**config.mk**
```make
export PLATFORM = sky130hd
export DESIGN_NAME = v1_pulse_gen
export DESIGN_NICKNAME = d
export VERILOG_FILES = /design/src/rtl/v1_pulse_gen_pkg.sv /design/src/rtl/v1_pulse_gen_decay.sv /design/src/rtl/v1_pulse_gen.sv
export SDC_FILE = /design/constraint.sdc
export NUM_CORES = 1
export LEC_CHECK = 0
export ABC_CLOCK_PERIOD_IN_PS = 3500
export CORE_ASPECT_RATIO = 1.1
export CORE_MARGIN = 2
export CORE_UTILIZATION = 46
export CTS_CLUSTER_DIAMETER = 100
export DETAILED_ROUTE_END_ITERATION = 6
export PLACE_DENSITY = 0.75
export RECOVER_POWER = 50
export SYNTH_ARGS = -nofsm -noshare
export SYNTH_HDL_FRONTEND = slang
export SYNTH_SLANG_ARGS = --single-unit
export TNS_END_PERCENT = 1
```
**constraint.sdc**
```tcl
create_clock -name clk -period 3.5 [get_ports clk]
set_input_delay 0.7 -clock clk [delete_from_list [all_inputs] [get_ports clk]]
set_output_delay 0.7 -clock clk [all_outputs]
set_load 0.05 [all_outputs]
```
**src/rtl/v1_pulse_gen_pkg.sv**
```systemverilog
// Shared sizes, FSM state type and saturating-add helper for the v1 pulse generator.
package package_settings_V1;

    localparam int SIZE_IN_DATA = 12;
    localparam int SIZE_PERIOD  = 16;

    typedef enum logic [1:0] {
        IDLE  = 2'd0,
        RISE  = 2'd1,
        DECAY = 2'd2,
        HOLD  = 2'd3
    } pulse_state_t;

    // Returns {overflow, value}; value clamps to all ones when the sum carries out.
    function automatic logic [SIZE_IN_DATA:0] sat_add(
        input logic [SIZE_IN_DATA-1:0] a,
        input logic [SIZE_IN_DATA-1:0] b
    );
        logic [SIZE_IN_DATA:0] sum;
        sum = {1'b0, a} + {1'b0, b};
        if (sum[SIZE_IN_DATA]) begin
            sat_add = {1'b1, {SIZE_IN_DATA{1'b1}}};
        end else begin
            sat_add = sum;
        end
    endfunction

endpackage

```
**src/rtl/v1_pulse_gen_decay.sv**
```systemverilog
// One exponential-decay step y - (y >> DECAY_SHIFT); flags the point where the step vanishes.
module v1_decay_step #(
    parameter int WIDTH       = 12,
    parameter int DECAY_SHIFT = 3
) (
    input  logic [WIDTH-1:0] y,
    output logic [WIDTH-1:0] y_next,
    output logic             zero
);

    logic [WIDTH-1:0] delta_s;

    // Shift-subtract step; once the decrement is zero the tail is forced to 0.
    always_comb begin
        delta_s = y >> DECAY_SHIFT;
        zero    = (delta_s == {WIDTH{1'b0}});
        if (zero) begin
            y_next = {WIDTH{1'b0}};
        end else begin
            y_next = y - delta_s;
        end
    end

endmodule

```
**src/rtl/v1_pulse_gen.sv**
```systemverilog
// Synthetic detector pulse generator: linear rise, exponential decay, optional periodic repeat.
// Optional pile-up of new pulses onto a decaying tail is enabled by defining V1_PULSE_PILEUP_EN.
module v1_pulse_gen
    import package_settings_V1::*;
#(
    parameter int RISE_SHIFT  = 2,
    parameter int DECAY_SHIFT = 3
) (
    input  logic                    clk,
    input  logic                    reset,
    input  logic                    start,
    input  logic [SIZE_IN_DATA-1:0] amplitude,
    input  logic [SIZE_PERIOD-1:0]  period,
    input  logic                    stop,
    output logic                    ready,
    output logic                    busy,
    output logic [SIZE_IN_DATA-1:0] sample,
    output logic [SIZE_PERIOD-1:0]  pulse_cnt,
    output logic                    overflow
);

    localparam int RCW = RISE_SHIFT + 1;
    localparam logic [RCW-1:0]          RISE_LAST = RCW'((1 << RISE_SHIFT) - 1);
    localparam logic [RCW-1:0]          RISE_ONE  = RCW'(1);
    localparam logic [SIZE_IN_DATA-1:0] ZERO_D    = {SIZE_IN_DATA{1'b0}};
    localparam logic [SIZE_PERIOD-1:0]  ZERO_P    = {SIZE_PERIOD{1'b0}};
    localparam logic [SIZE_PERIOD-1:0]  ONE_P     = SIZE_PERIOD'(1);
`ifdef V1_PULSE_PILEUP_EN
    localparam logic READY_IN_DECAY = 1'b1;
`else
    localparam logic READY_IN_DECAY = 1'b0;
`endif

    pulse_state_t            state_r;
    logic [SIZE_IN_DATA-1:0] sample_r;
    logic [SIZE_IN_DATA-1:0] amp_r;
    logic [SIZE_PERIOD-1:0]  period_r;
    logic [SIZE_PERIOD-1:0]  cnt_r;
    logic [SIZE_PERIOD-1:0]  pulse_cnt_r;
    logic [RCW-1:0]          rise_cnt_r;
    logic                    pending_r;
    logic                    ready_r;
    logic                    busy_r;
    logic                    overflow_r;

    logic [SIZE_IN_DATA-1:0] step_s;
    logic [SIZE_IN_DATA-1:0] decay_next_s;
    logic                    decay_zero_s;
    logic                    accept_s;
    logic                    expire_s;
`ifdef V1_PULSE_PILEUP_EN
    logic [SIZE_IN_DATA:0]   pile_sum_s;
`endif

    // Rise increment, start acceptance and period expiry decode.
    always_comb begin
        step_s   = amp_r >> RISE_SHIFT;
        accept_s = start & ready_r;
        expire_s = (period_r != ZERO_P) && (cnt_r == ONE_P);
`ifdef V1_PULSE_PILEUP_EN
        pile_sum_s = sat_add(sample_r, amplitude);
`endif
    end

    v1_decay_step #(
        .WIDTH       (SIZE_IN_DATA),
        .DECAY_SHIFT (DECAY_SHIFT)
    ) u_decay (
        .y      (sample_r),
        .y_next (decay_next_s),
        .zero   (decay_zero_s)
    );

    // Pulse FSM with registered sample, handshake, counters and sticky overflow.
    always_ff @(posedge clk or posedge reset) begin
        if (reset) begin
            state_r     <= IDLE;
            sample_r    <= ZERO_D;
            amp_r       <= ZERO_D;
            period_r    <= ZERO_P;
            cnt_r       <= ZERO_P;
            pulse_cnt_r <= ZERO_P;
            rise_cnt_r  <= {RCW{1'b0}};
            pending_r   <= 1'b0;
            ready_r     <= 1'b1;
            busy_r      <= 1'b0;
            overflow_r  <= 1'b0;
        end else begin
            if (cnt_r != ZERO_P) begin
                cnt_r <= cnt_r - ONE_P;
            end else begin
                cnt_r <= cnt_r;
            end

            case (state_r)
                IDLE, HOLD: begin
                    if (accept_s) begin
                        state_r     <= RISE;
                        ready_r     <= 1'b0;
                        busy_r      <= 1'b1;
                        amp_r       <= amplitude;
                        pulse_cnt_r <= pulse_cnt_r + ONE_P;
                        rise_cnt_r  <= {RCW{1'b0}};
                        pending_r   <= 1'b0;
                        // A simultaneous stop turns the request into a single shot.
                        if (stop) begin
                            period_r <= ZERO_P;
                            cnt_r    <= ZERO_P;
                        end else begin
                            period_r <= period;
                            cnt_r    <= period;
                        end
                    end else if (stop || (period_r == ZERO_P)) begin
                        state_r   <= IDLE;
                        ready_r   <= 1'b1;
                        busy_r    <= 1'b0;
                        period_r  <= ZERO_P;
                        cnt_r     <= ZERO_P;
                        pending_r <= 1'b0;
                    end else if (pending_r || expire_s) begin
                        state_r     <= RISE;
                        ready_r     <= 1'b0;
                        busy_r      <= 1'b1;
                        cnt_r       <= period_r;
                        pulse_cnt_r <= pulse_cnt_r + ONE_P;
                        rise_cnt_r  <= {RCW{1'b0}};
                        pending_r   <= 1'b0;
                    end else begin
                        state_r <= state_r;
                    end
                end

                RISE: begin
                    if (stop) begin
                        period_r  <= ZERO_P;
                        cnt_r     <= ZERO_P;
                        pending_r <= 1'b0;
                    end else if (expire_s) begin
                        pending_r <= 1'b1;
                        cnt_r     <= ZERO_P;
                    end else begin
                        pending_r <= pending_r;
                    end
                    if (rise_cnt_r == RISE_LAST) begin
                        sample_r <= amp_r;
                        state_r  <= DECAY;
                        ready_r  <= READY_IN_DECAY;
                    end else begin
                        sample_r   <= sample_r + step_s;
                        rise_cnt_r <= rise_cnt_r + RISE_ONE;
                    end
                end

                DECAY: begin
`ifdef V1_PULSE_PILEUP_EN
                    if (accept_s) begin
                        sample_r    <= pile_sum_s[SIZE_IN_DATA-1:0];
                        overflow_r  <= overflow_r | pile_sum_s[SIZE_IN_DATA];
                        amp_r       <= amplitude;
                        pulse_cnt_r <= pulse_cnt_r + ONE_P;
                        pending_r   <= 1'b0;
                        if (stop) begin
                            period_r <= ZERO_P;
                            cnt_r    <= ZERO_P;
                        end else begin
                            period_r <= period;
                            cnt_r    <= period;
                        end
                    end else
`endif
                    begin
                        if (stop) begin
                            period_r  <= ZERO_P;
                            cnt_r     <= ZERO_P;
                            pending_r <= 1'b0;
                        end else if (expire_s) begin
                            pending_r <= 1'b1;
                            cnt_r     <= ZERO_P;
                        end else begin
                            pending_r <= pending_r;
                        end
                        if (decay_zero_s) begin
                            sample_r <= ZERO_D;
                            ready_r  <= 1'b1;
                            busy_r   <= 1'b0;
                            if (stop || (period_r == ZERO_P)) begin
                                state_r <= IDLE;
                            end else begin
                                state_r <= HOLD;
                            end
                        end else begin
                            sample_r <= decay_next_s;
                        end
                    end
                end

                default: begin
                    state_r  <= IDLE;
                    sample_r <= ZERO_D;
                    ready_r  <= 1'b1;
                    busy_r   <= 1'b0;
                end
            endcase
        end
    end

    assign ready     = ready_r;
    assign busy      = busy_r;
    assign sample    = sample_r;
    assign pulse_cnt = pulse_cnt_r;
    assign overflow  = overflow_r;

endmodule

```
# After elaboration in Yosys (flattened, before gate mapping)

Index checks and enable logic that the tools add are counted.

Bits of input ports: 32
Flip-flop bits (word level): 80
Logic and storage cells: 98

Mux-type cells: 46
$add $sub $neg: 5
Bitwise gates (word level): 1
Reductions and logical operators: 21
Equal/unequal tests: 15

Operators with widths:

| kind                                                  | count |
|---|---|
| two-way mux 16 bit                                    | 13 |
| case mux 16 bit (2 select lines)                      | 2 |
| nonzero test 16 bit                                   | 2 |
| two-way mux 12 bit                                    | 2 |
| case mux 12 bit (2 select lines)                      | 1 |
| adder 16 x 1 -> 16 bit (second input constant)        | 1 |
| equality test 16 x 1 -> 1 bit (second input constant) | 1 |
| zero test 16 bit                                      | 1 |
| subtractor 16 x 1 -> 16 bit (second input constant)   | 1 |
| two-way mux 1 bit                                     | 13 |
| adder 12 x 10 -> 12 bit                               | 1 |
| zero test 12 bit                                      | 1 |
| two-way mux 2 bit                                     | 6 |
| two-way mux 3 bit                                     | 4 |
| subtractor 12 x 9 -> 12 bit                           | 1 |
| inequality test 3 bit (second input constant)         | 3 |
| AND reduction 3 bit                                   | 3 |
| inequality test 2 bit (second input constant)         | 4 |
| nonzero test 2 bit                                    | 4 |
| case mux 2 bit (3 select lines)                       | 1 |
| case mux 3 bit (2 select lines)                       | 1 |
| AND reduction 2 bit                                   | 3 |
| equality test 2 bit (second input constant)           | 2 |
| inequality test 4 bit (second input constant)         | 1 |
| other kinds (13)                                      | 16 |

# Logic depth before layout (Yosys ltp)

Depth in word-level cells: 7
Gate-level depth with buffers: 9

# Modules after synthesis

From an unflattened synthesis, not the netlist that was laid out.

Cells, all modules: 524
Area, all modules: 5141.2 µm²

Modules (own cells, without submodules):

| module        | area each (µm²) | cells each | sequential area each (µm²) | times used |
|---|---|---|---|---|
| v1_pulse_gen  | 4561.9          | 444        | 2003.2                     | 1 |
| v1_decay_step | 579.3           | 80         | 0.0                        | 1 |

# Least setup slack after synthesis

Ideal clock, no wire load.

Path type: flip-flop to flip-flop
Start point: reg sample_r[9], in the netlist sample[9]
End point: reg sample_r[9], in the netlist sample[9]
Required time: 3.361 ns
Setup slack: 0.849 ns
Stages on the path, launching flop included: 8
Arrival: 2.513 ns
Path buffers: 0
Library setup time: 0.139 ns
Cells stage by stage: dfrtp_1 -> inv_1 -> ha_1 -> or4_1 -> o21ai_1 -> a21o_1 -> a21oi_1 -> or4_1

Cells in the longest elaborated chain, start to end: 3
Elaborated cells on any way between the ends: 6
Classes of those cells: 2 x add/sub; 3 x mux; 1 x reduce/logical

Ends and longest elaborated chain:

| element                                             | RTL line                                 | text |
|---|---|---|
| start, declared                                     | v1_pulse_gen.sv:35                       | `logic [SIZE_IN_DATA-1:0] sample_r;` |
| start signal, assigned                              | v1_pulse_gen.sv:145                      | `sample_r <= amp_r;` |
| start signal, assigned                              | v1_pulse_gen.sv:149                      | `sample_r <= sample_r + step_s;` |
| start signal, assigned                              | v1_pulse_gen.sv:192                      | `sample_r <= decay_next_s;` |
| subtractor 12 x 9 -> 12 bit (tied with other cells) | v1_pulse_gen_decay.sv:20                 | `y_next = y - delta_s;` |
| two-way mux 12 bit (on tied branches)               | v1_pulse_gen.sv:182, v1_pulse_gen.sv:144 |  |
| case mux 12 bit (2 select lines) *                  | v1_pulse_gen.sv:95                       | `case (state_r)` |

Every way passes the cells marked *; elsewhere a longest branch is shown, timed or not.
A chain may end at the register's enable or synchronous reset.

# Worst setup path after layout

Start point: in start
End point: reg cnt_r[4]

Cells in the longest elaborated chain, start to end: 3

Ends and longest elaborated chain:

| element                          | RTL line            | text |
|---|---|---|
| start, declared                  | v1_pulse_gen.sv:11  | `input logic start,` |
| AND 1 bit                        | v1_pulse_gen.sv:58  | `accept_s = start & ready_r;` |
| two-way mux 16 bit               | v1_pulse_gen.sv:97  | `if (accept_s) begin` |
| case mux 16 bit (2 select lines) | v1_pulse_gen.sv:95  |  |
| end signal, assigned             | v1_pulse_gen.sv:90  | `cnt_r <= cnt_r - ONE_P;` |
| end signal, assigned             | v1_pulse_gen.sv:92  | `cnt_r <= cnt_r;` |
| end signal, assigned             | v1_pulse_gen.sv:111 | `cnt_r <= period;` |
| end, declared                    | v1_pulse_gen.sv:38  | `logic [SIZE_PERIOD-1:0] cnt_r;` |

Every way passes these cells.

==> results.md <==
* Drt pass-1 iters at 5
* Routed vias/inst at 5.97
* WL/cell at 16.8 um
* Largest net degree at the start of global routing at 81
* Fin crit share at 82.3%
* Dpl cells at 705
* Crit path largest cell delay at 690 ps
* Setup WS pre-CTS at 590 ps
* Setup bufs post-CTS at 0
* Simple-gate share of the synthesized area at 16.9%
* EDFF count, synth at 0
* Placed Area at 5730 sq um
* CP max stage cell: clkbuf_1
* Die ar. at 11600 sq um
* Commonest non-fill, non-tap cell in the layout: dfrtp_1
* Synth Area in XOR/XNOR at 6.88%
* RSZ-0062 raised after global routing: no
* Initial antenna violation count at 0
* Site Rows at 39
* Post-synth net total at 573
* Root Driver: clkbuf_16
* Top cells by area, synth: dfrtp_1 40%, ha_1 6.8%, xnor2_1 3.5%, mux2_2 3.4%, a22o_1 3.0%
* Asr flop ratio synth at 100%
* Finished Layout Cells at 721
* Synth Area in Compound Gates at 20.5%
* Final Hold Vio Count at 0
* CTS tree: built
* Tightest Pin Transition at 1970 ps
* Clock sinks at 80
* Drt initial violations at 226
* Skew final at 10.3 ps
* Synthesized instance count at 512
* Layout cells sized above 1 at 9.00%
* Largest family of logic cells by synthesized area: compound AO/OA/AOI/OAI gates
* Layout area overhead at 22.2%
* Fmax at 347 MHz
* Routability Congestion at 0.873
* Maximum clock path buffer count at 2
* Worst setup SP type: input port
* TritonCTS Buffers at 9
* Crit path arrival time at 3080 ps
* Critical Path RT at 3700 ps
* Dpl hpwl at 8530 um
* DIE HEIGHT at 113 um
* Slew headroom at -31.1%
* Critical path fanouts, max at 31
* Hold Buf Count CTS at 0
* Worst setup margin at 619 ps
* Number of synthesized register bits at 80
* Leakage at 2.59 nW
* Setup Crit Path Kind: input port to register
* Failing checks: capacitance limit, slew limit
* Utilization after layout at 57.9%
* First-pass GRT wire length at 20800 um
* Worst hold start: pulse_cnt[15]$_DFFE_PP0P_
* Post-Route WL at 12100 um
* Status: complete, but fails checks
* Total power at 6.43 mW
* Critical path's top delay family: buffers and inverters
* Drt drc at 0
* Mux share of post-synthesis cell area at 4.43%
* Post-Syn Area per Cell at 9.66 sq um
* Hold WS at 498 ps
* Vias in the first global route at 4350
* HP Class: register to register
* CP cell instances: dlygate4sd3_1 -> and2_0 -> nand2_1 -> clkbuf_1 -> nor2_2 -> buf_4 -> a22oi_1 -> o21ai_0
* Post-synthesis adder-cell area fraction at 7.64%
* Max VDD drop at 0.598 mV
* Gr usage total at 22.4%
* Crit path time final at 2880 ps
* Slew Viols, Final at 81
* Port buffer count at 61
* DR vias at 4302
* Power Dens Cells at 1060 nW/um^2
* Unique masters post-synth at 63
* Crit path launch: start
* Max cap viols at 1
* Crit end category: register
* Final net count at 634
* Post-DRT Antenna Nets at 0
* Share of the synthesized area in the top cell type at 40.0%
* H-tree levels at 3
* Sequential area share after synthesis at 40.5%
* Post-Syn Area at 4950 sq um
* Most used DFF post-synth: dfrtp_1
* Ant diodes at 0
* Io pins at 63
* Register clock-pin slew on the reported worst setup and hold paths at 60 ps
* Synth area leader: dfrtp_1
* R2R Path Start: period_r[9]$_DFFE_PP0P_
* Grt ovf at 0
* Die width at 103 um
* Resized cells post-CTS at 0
* Finished Cell Area at 6040 sq um
* Worst-Skew Late Latency at 340 ps
* Placeable Area at 10400 sq um
* Starting density of the core at 47.4%
* Final setup TNS at 0 ps
* YS warnings at 1
* Crit path buffers/inverters at 3
* # setup viols final at 0
* Commonest non-fill, non-tap cells in the layout: 79 x dfrtp_1, 59 x clkdlybuf4s50_1, 39 x nand2_1
[synthesized netlist by cell type, types with 2 or more instances]
master	instances
a211oi_1	6
a21o_1	8
a21oi_1	25
a221o_1	9
a221oi_1	3
a22o_1	17
a22oi_1	11
a31oi_1	5
a41oi_1	2
and2_1	3
and3_1	5
and3_2	2
buf_2	3
clkbuf_1	13
dfrtp_1	79
fa_1	2
ha_1	27
inv_1	21
mux2_2	15
mux2i_1	5
nand2_1	39
nand3_1	12
nand3b_1	6
nand4_1	15
nand4b_1	3
nor2_1	35
nor2b_1	2
nor3_1	17
nor3b_2	2
nor4_1	9
o211ai_1	7
o21a_1	6
o21ai_0	26
o22ai_1	3
o31a_1	2
o31ai_1	2
or2_2	3
or4_1	2
xnor2_1	20
xor2_1	17
[final cells by class]
class / instances / area (sq um)
Timing Repair Buffer: 67 / 649
Inverter: 22 / 83.8
Fill cell: 931 / 4400
Clock buffer: 10 / 229
Clock inverter: 6 / 108
Multi-Input combinational cell: 393 / 2790
Sequential cell: 80 / 2000
Tap cell: 143 / 179
[worst paths after layout]
kind	to	slack [ps]	depth (start not counted)
hold reg to reg	pulse_cnt[15]$_DFFE_PP0P_	500	1
setup reg to reg	state_r[0]$_DFFE_PP0P_	860	6
setup / recovery	cnt_r[4]$_DFF_PP0_	620	8
max in group asynchronous	sample[0]$_DFFE_PP0N_	810	3
hold / removal	pulse_cnt[15]$_DFFE_PP0P_	500	1
min in group asynchronous	amp_r[2]$_DFFE_PP0P_	1530	3
[flip-flops by register name, summed over array words and instances (netlist names)]
register	flops
amp_r	12
busy	1
cnt_r	16
pending_r	1
period_r	16
pulse_cnt	16
ready	1
rise_cnt_r	3
sample	12
state_r	2
[metal layers]
layer | GRT usage, % | vias to the layer above | wire (um)
li1 | - | 2041 | -
met1 | 29.9 | 2097 | 5230
met2 | 36.1 | 137 | 5950
met3 | 4.51 | 27 | 672
met4 | 7.89 | 0 | 271
met5 | 0 | - | 0
[power by group]
| part | switching [mW] | internal (mW) | total, mW |
|---|---|---|---|
| logic | 2.22 | 1.57 | 3.78 |
| registers | 0.342 | 1.23 | 1.57 |
| clock network | 0.380 | 0.694 | 1.07 |
[worst reg2reg max path, stage by stage (launching register included)]
cell and delay, ps:
dfrtp_1 410, nor4_1 640, a41oi_1 370, nand2_1 270, nor4_1 110, nor3_1 330, mux2_2 380
[cells by family (layout without fill, tap and decap cells)]
group                    Yosys count  in the layout
AND/OR/NAND/NOR                  161            161
multiplexers                      20             20
flip-flops                        80             80
adder cells (fa/ha/maj)           29             29
buffers and inverters             39            105
XOR/XNOR                          38             38
AO/OA/AOI/OAI                    144            144
other                              1              1
Power figures use the tool's default switching activity.
